==> src/rtl/cpc_bus_timer.sv <==
// ----------------------------------------------------------------------------
// cpc_bus_timer
//
// Timebase and bus-timing sequencer for the CPC motherboard. Divides the
// system clock into 16 MHz and 4 MHz clock enables and a 1 MHz bus slot, and
// drives the CPU WAIT line so memory and I/O cycles line up with the slot
// window. A turbo mode runs the CPU enables at 8 MHz while the 4 MHz video and
// peripheral enables keep their normal cadence. Turbo changes are applied only
// at a slot boundary while the bus is idle.
//
// Optional feature macro: CPC_WAIT_STATS_EN
//   defined     -> wait_cnt counts inserted wait T-states, stat_clr clears it
//   not defined -> wait_cnt is tied to 0 and stat_clr is ignored
//
// Parameters:
//   CLK_DIV     clk cycles per ce_16 tick (>= 1)
//   SLOT_LEN    4 MHz ticks per bus slot (power of two, 2..16)
//   SLOT_PHASE  slot index during which cyc1MHz is high (0..SLOT_LEN-1)
//   CNT_W       width of wait_cnt
//
// Ports:
//   clk        in   system clock
//   reset      in   synchronous active-high reset
//   turbo      in   requested CPU speed (0 = 4 MHz, 1 = 8 MHz)
//   no_wait    in   forces wait_n high
//   mreq_n     in   CPU MREQ, active low
//   iorq_n     in   CPU IORQ, active low
//   stat_clr   in   clears wait_cnt
//   ce_16      out  16 MHz enable
//   ce_4p      out  4 MHz enable, rising phase
//   ce_4n      out  4 MHz enable, falling phase
//   cyc1MHz    out  bus-slot window
//   cpu_cen_p  out  CPU positive-phase enable
//   cpu_cen_n  out  CPU negative-phase enable
//   wait_n     out  CPU WAIT, active low
//   turbo_act  out  turbo mode currently applied
//   wait_cnt   out  count of inserted wait T-states (saturating)
// ----------------------------------------------------------------------------
module cpc_bus_timer #(
    parameter int CLK_DIV    = 2,
    parameter int SLOT_LEN   = 4,
    parameter int SLOT_PHASE = 3,
    parameter int CNT_W      = 16
) (
    input  logic             clk,
    input  logic             reset,
    input  logic             turbo,
    input  logic             no_wait,
    input  logic             mreq_n,
    input  logic             iorq_n,
    input  logic             stat_clr,
    output logic             ce_16,
    output logic             ce_4p,
    output logic             ce_4n,
    output logic             cyc1MHz,
    output logic             cpu_cen_p,
    output logic             cpu_cen_n,
    output logic             wait_n,
    output logic             turbo_act,
    output logic [CNT_W-1:0] wait_cnt
);

    // A one-bit divider counter is kept even for CLK_DIV=1; it simply stays 0.
    localparam int D_W = (CLK_DIV > 1) ? $clog2(CLK_DIV) : 1;
    localparam int S_W = $clog2(SLOT_LEN);

    localparam logic [D_W-1:0] D_LAST = D_W'(CLK_DIV - 1);
    localparam logic [S_W-1:0] S_LAST = S_W'(SLOT_LEN - 1);
    localparam logic [S_W-1:0] S_WIN  = S_W'(SLOT_PHASE);

    logic [D_W-1:0] d;
    logic [1:0]     q;
    logic [S_W-1:0] s;

    logic d_wrap;
    logic q_wrap;
    logic slot_wrap;
    logic bus_idle;

    assign d_wrap    = (d == D_LAST);
    assign q_wrap    = d_wrap & (q == 2'd3);
    assign slot_wrap = q_wrap & (s == S_LAST);
    assign bus_idle  = mreq_n & iorq_n;

    // ------------------------------------------------------------------------
    // Phase counters. q and s wrap naturally: q is 2 bits wide and SLOT_LEN is
    // a power of two, so only d needs an explicit wrap compare.
    // ------------------------------------------------------------------------
    // NOTE: state registers use non-blocking assignments so every flop samples
    // the pre-edge values of the others, independent of statement order.
    always_ff @(posedge clk) begin
        if (reset) begin
            d <= '0;
            q <= '0;
            s <= '0;
        end else begin
            d <= d_wrap ? '0 : d + 1'b1;
            if (d_wrap) begin
                q <= q + 2'd1;
            end
            if (q_wrap) begin
                s <= s + 1'b1;
            end
        end
    end

    // ------------------------------------------------------------------------
    // Turbo mode is only switched on the last clk of a slot with the bus idle,
    // so the CPU never sees its enable cadence change inside a bus slot. A
    // request made while the bus is busy just waits for a later slot wrap.
    // ------------------------------------------------------------------------
    always_ff @(posedge clk) begin
        if (reset) begin
            turbo_act <= 1'b0;
        end else if (slot_wrap && bus_idle) begin
            turbo_act <= turbo;
        end
    end

    // ------------------------------------------------------------------------
    // Enable decodes
    // ------------------------------------------------------------------------
    assign ce_16   = (d == '0);
    assign ce_4p   = ce_16 & (q == 2'd0);
    assign ce_4n   = ce_16 & (q == 2'd2);
    assign cyc1MHz = (s == S_WIN);

    // NOTE: outputs get a default before any conditional assignment so no
    // path through the block leaves them unassigned and infers a latch.
    always_comb begin
        cpu_cen_p = ce_4p;
        cpu_cen_n = ce_4n;
        if (turbo_act) begin
            // 8 MHz: alternate p/n on every 16 MHz tick, p on even q.
            cpu_cen_p = ce_16 & ~q[0];
            cpu_cen_n = ce_16 &  q[0];
        end
    end

    // Hold the CPU in wait while it has a memory or I/O request outside the
    // slot window; no_wait overrides the alignment in both speed modes.
    assign wait_n = no_wait | bus_idle | cyc1MHz;

    // ------------------------------------------------------------------------
    // Wait-state statistics
    // ------------------------------------------------------------------------
`ifdef CPC_WAIT_STATS_EN
    // A wait T-state is a CPU positive-phase enable that lands while WAIT is
    // asserted. The count saturates rather than wrapping; clear beats count.
    always_ff @(posedge clk) begin
        if (reset || stat_clr) begin
            wait_cnt <= '0;
        end else if (cpu_cen_p && !wait_n && (wait_cnt != '1)) begin
            wait_cnt <= wait_cnt + 1'b1;
        end
    end
`else
    logic unused_stat_clr;

    assign unused_stat_clr = stat_clr;
    assign wait_cnt        = '0;
`endif

endmodule
==> config.mk <==
export PLATFORM = sky130hd
export DESIGN_NAME = cpc_bus_timer
export DESIGN_NICKNAME = d
export VERILOG_FILES = /design/src/rtl/cpc_bus_timer.sv
export SDC_FILE = /design/constraint.sdc
export NUM_CORES = 1
export LEC_CHECK = 0
export CAP_MARGIN = 5
export CORE_AREA = 2 2 39 41
export CTS_CLUSTER_DIAMETER = 50
export CTS_CLUSTER_SIZE = 24
export DETAILED_ROUTE_END_ITERATION = 8
export DIE_AREA = 0 0 41 43
export GPL_ROUTABILITY_DRIVEN = 0
export PLACE_DENSITY = 0.83
export SLEW_MARGIN = 20
export SYNTH_ARGS = -nofsm -noshare
export SYNTH_HDL_FRONTEND = slang
export SYNTH_SLANG_ARGS = --single-unit
==> constraint.sdc <==
create_clock -name clk -period 1.8 [get_ports clk]
set_clock_uncertainty 0.05 [all_clocks]
set_input_delay 0.36 -clock clk [delete_from_list [all_inputs] [get_ports clk]]
set_output_delay 0.36 -clock clk [all_outputs]
set_load 0.1 [all_outputs]
==> results of run 1 <==
[Yosys cell counts, drive strengths merged]
library cell / number / area (sq um)
buf: 17 / 131
dfxtp: 6 / 120
nor2: 6 / 22.5
ha: 4 / 50.1
inv: 4 / 15.0
mux2i: 3 / 30.0
a21oi: 2 / 10.0
and2b: 2 / 17.5
nand2: 2 / 15.0
nand3: 2 / 10.0
a211o: 1 / 8.76
conb: 1 / 3.75
o21ai: 1 / 5.00
or3: 1 / 6.26
xnor2: 1 / 8.76
xor2: 1 / 8.76
[registers in the layout (all words and copies together), names as in the netlist]
| name | cells |
|---|---|
| q | 2 |
| turbo_act | 1 |
| s | 2 |
| d | 1 |
[cells by family after synthesis]
group                    after synthesis
AND/OR/NAND/NOR                       13
XOR/XNOR                               2
buffers and inverters                 21
adder cells (fa/ha/maj)                4
AO/OA/AOI/OAI                          4
flip-flops                             6
other                                  1
multiplexers                           3
[layer usage]
layer | track usage [%] | vias up
met1 | 11.3 | 146
li1 | - | 169
met5 | 0 | -
met3 | 4.71 | 0
met2 | 15.3 | 19
met4 | 10.0 | 0
[worst max-delay path, stage by stage (launching register included)]
cell and delay, ps:
dfxtp_4 360, inv_1 80, ha_1 220, mux2i_2 200, nor2_4 50, buf_12 170
[power breakdown]
group / switching (W) / total, W / internal, W
logic: 0.000268 / 0.000347 / 0.0000786
registers: 0.00000846 / 0.000148 / 0.000140
clock network: 0.0000508 / 0.000126 / 0.0000756
[stage by stage]
step / worst slack [ps] / utilization (%) / hold WS [ps] / cells
finish: 58.2 / 49.3 / 416 / 85
global route: 6.59 / 49.3 / 461 / 85
CTS: 25.7 / 48.6 / 418 / 85
detailed placement: 76.4 / 46.7 / 411 / 82
global placement: 85.7 / 46.7 / 401 / 82
floorplan: 13.2 / - / 372 / 69
[layout make-up]
class | instances | area [sq um] | area share (%)
multi-input cells | 42 | 282 | 41.3
flip-flops and latches | 6 | 125 | 18.3
clock buffers | 3 | 22.5 | 3.30
inverters | 4 | 15.0 | 2.20
well taps | 16 | 20.0 | 2.94
repair buffers | 14 | 218 | 31.9
[path summary, 6_finish.rpt]
path,from,endpoint,slack [ps]
min,s[1],s[1],420
max reg2reg,d,turbo_act,480
max,q[0],cpu_cen_p,60
min reg2reg,s[1],s[1],420
[what timing repair did]
item                       CTS  global route
gates resized for setup      2             3
setup endpoints to repair    2             2
buffers inserted             0             0
==> flow_summary.yaml, run 1 <==
routing:
  drt-met1-wl_um: 248
  drc_errors: 0
  vias_per_cell: 3.93
  dr_wl_met2_um: 412
  highest_layer: "met3"
  drtAntennaViolNets: 0
  drt-initial-drc-count: 2
  drtPass1Iterations: 4
  routed_wl_um: 731
  dr_wl_met3_um: 71
  num_vias: 334
  post_drt_wl_per_cell_um: 8.60
timing:
  setup_tns_ps: 0
  period_share_pct: 96.8
  timing.fmax_mhz: 574
  maxSlewViolCount: 0
  period_needed_ps: 1740
  setup_violations: 0
  hold_viol: 0
  rsz0062_at_grt: "no"
clocking:
  postCtsHoldBufs: 0
  cts_made_buffers: 3
  insertion_delay_ps: 240
  path_clk_slew_ps: 50
  cts-root-buf: "clkbuf_4"
  cts.htree.levels: 1
  cts.sinks: 6
  clock_path_buffers: 2
  cts_tree: "built"
worst_setup_path:
  worstPathMaxFanout: 4
  crit_arrival_ps: 1330
  startpoint_type: "register"
  path_class: "register to primary output"
  cp-end-kind: "primary output"
  cp.required_ps: 1390
  worstRegToRegCells: 4
die:
  fp.dieW_um: 41
  fp.dieH_um: 43
  initial_core_util_pct: 33.5
  rows: 14
  core_sq_mm: 0.00138
  dieArea_sq_mm: 0.00176
  pin_count: 31
synthesis:
  synth_top_family_by_area: "buffers and inverters"
  synth.distinct_cells: 18
  syn_avg_cell_area_sq_um: 8.57
  synthMuxAreaShare_pct: 6.49
  netlist_instances: 54
  synth-xor-area-share_pct: 3.78
  synth_area_sq_um: 463
  synth_seq_cells: 6
  synth-simple-area-share_pct: 15.4
  synth_compound_area_share_pct: 5.14
  yosys_warnings: 0
  synth_seq_area_share_pct: 25.9
  synthAdderAreaFrac_pct: 10.8
layout:
  fillers: 143
  final_common_cell: "conb_1"
  fin_nets: 82
  design_area_sq_um: 682
  area_growth_pct: 47.3
  layout_common_cells: "16 x conb_1, 8 x buf_12, 5 x clkdlybuf4s50_1"
  drive_above_1_share_pct: 34.8
  n_antenna_cell: 0
run:
  drv_cap: 0
place:
  numPortBuffers: 13
  dp_hpwl_um: 634
  dpl_cell_area_sq_um: 646
global_routing:
  gr-usage-all-layers_pct: 10.9
  overflow: 0
  grt_pass1_wl_mm: 1.20
  antenna_found_initial: 0
  grt_pass1_vias: 292
  grt_max_degree: 7
status:
  status: "finished clean"
pwr:
  p_per_area_mw_per_mm2: 911
  p_leak_nw: 0.314
  power_w: 0.000621
  max-vdd-ir-drop_uv: 356
min_path:
  holdPathStages: 2
  hp-class: "register to register"
No activity file was read; power rests on OpenSTA's default activity.
==> run 2, diff against run 1 <==
CTS_BUF_LIST = sky130_fd_sc_hd__clkbuf_8 sky130_fd_sc_hd__clkbuf_16   (was unset)
==> flow_summary.yaml, run 2 (synthesis results as in run 1) <==
worst_setup_path:
  worstPathMaxFanout: 2
  cp-end-kind: "primary output"
  crit_arrival_ps: 1320
  startpoint_type: "input pin"
  cp.required_ps: 1390
  worstRegToRegCells: 4
  path_class: "input pin to primary output"
timing:
  fin_ws_ps: 72.2
  hold_viol: 0
  timing.hold.ws_ps: 415
  maxSlewViolCount: 0
  period_needed_ps: 1730
  setup_violations: 0
  timing.fmax_mhz: 579
  setup_tns_ps: 0
  rsz0062_at_grt: "no"
  period_share_pct: 96.0
global_routing:
  overflow: 0
  grt-busiest-layer: "met2"
  grt_util_met3_pct: 3.14
  grt_use_met1_pct: 11.7
  grt_use_met2_pct: 15.3
  grt_pass1_wl_mm: 1.19
  grt_pass1_vias: 296
  antenna_found_initial: 0
  gr-usage-all-layers_pct: 10.1
  grt_max_degree: 7
place:
  dp_hpwl_um: 634
  place_ws_ps: 76.4
  numPortBuffers: 13
  dpl_cell_area_sq_um: 646
routing:
  vias_per_cell: 3.95
  routed_wl_um: 709
  drt-initial-drc-count: 3
  num_vias: 336
  drc_errors: 0
  drtPass1Iterations: 4
  post_drt_wl_per_cell_um: 8.34
  drtAntennaViolNets: 0
die:
  initial_core_util_pct: 33.5
  pin_count: 31
  rows: 14
  fp.dieH_um: 43
  fp.dieW_um: 41
  core_sq_mm: 0.00138
  dieArea_sq_mm: 0.00176
layout:
  final_common_cell: "conb_1"
  fillers: 138
  multi_input_area_sq_um: 275
  drive_above_1_share_pct: 31.9
  layout_common_cells: "16 x conb_1, 8 x buf_12, 5 x clkdlybuf4s50_1"
  area_growth_pct: 49.5
  design_area_sq_um: 692
  largestRegisters: "q x2, s x2"
  n_antenna_cell: 0
  fin_nets: 82
  ff_latch_area_sq_um: 123
clocking:
  insertion_delay_ps: 220
  cts-root-buf: "clkbuf_8"
  cts.htree.levels: 1
  cts_tree: "built"
  cts.sinks: 6
  clock_path_buffers: 2
  path_clk_slew_ps: 40
  cts_made_buffers: 3
pwr:
  p_per_area_mw_per_mm2: 997
  max-vdd-ir-drop_uv: 673
  p_leak_nw: 0.321
min_path:
  holdPathStages: 2
  hp-class: "register to register"
run:
  drv_cap: 0
status:
  status: "finished clean"
run 2: cell count changes in the layout (fill, tap and decap cells not counted):
| cell | before | now |
|---|---|---|
| dfxtp_2 | 1 | 2 |
| clkbuf_4 | 3 | 0 |
| dfxtp_4 | 1 | 0 |
| ha_1 | 2 | 3 |
| mux2i_2 | 2 | 1 |
| ha_2 | 2 | 1 |
| clkbuf_8 | 0 | 3 |
| mux2i_1 | 1 | 2 |
run 2: final timing paths:
path	startpoint	slack, ps	endpoint
worst max register to register	d	470	turbo_act
worst min-delay path	s[1]	410	s[1]
worst min register to register	s[1]	410	s[1]
worst max-delay path	mreq_n	70	wait_n
run 2: metal layers:
metal  vias up  wire length, um
met2        19              399
met3         0               66
met4         0                0
met5         -                0
met1       149              243
li1        168                -
run 2: report_power, final:
part	internal [W]	switching [W]
clock	0.000143	0.0000540
combinational	0.0000766	0.000267
sequential	0.000140	0.00000853
run 2: cell type report:
cell class                      instances  area share [%]
Tap cell                               16            2.89
Multi-Input combinational cell         42            39.8
Timing Repair Buffer                   14            31.5
Clock buffer                            3            5.97
Sequential cell                         6            17.7
Inverter                                4            2.17
run 2: through the flow:
step | cells | utilization [%] | total power [W]
floorplan | 69 | - | 0.000447
global placement | 82 | 46.7 | 0.000490
detailed placement | 82 | 46.7 | 0.000493
CTS | 85 | 50.0 | 0.000698
global route | 85 | 50.0 | 0.000725
finish | 85 | 50.0 | 0.000690
run 2: worst max-delay path, cell delays in order:
cell and delay (ps):
clkdlybuf4s50_1 420, a211o_2 360, buf_12 170
run 2: timing repair:
action | CTS | global route
hold buffers | 0 | 0
gates resized for setup | 2 | 0
setup endpoints to repair | 1 | 0
setup buffers | 0 | 0
endpoints found under the hold margin | 0 | 0
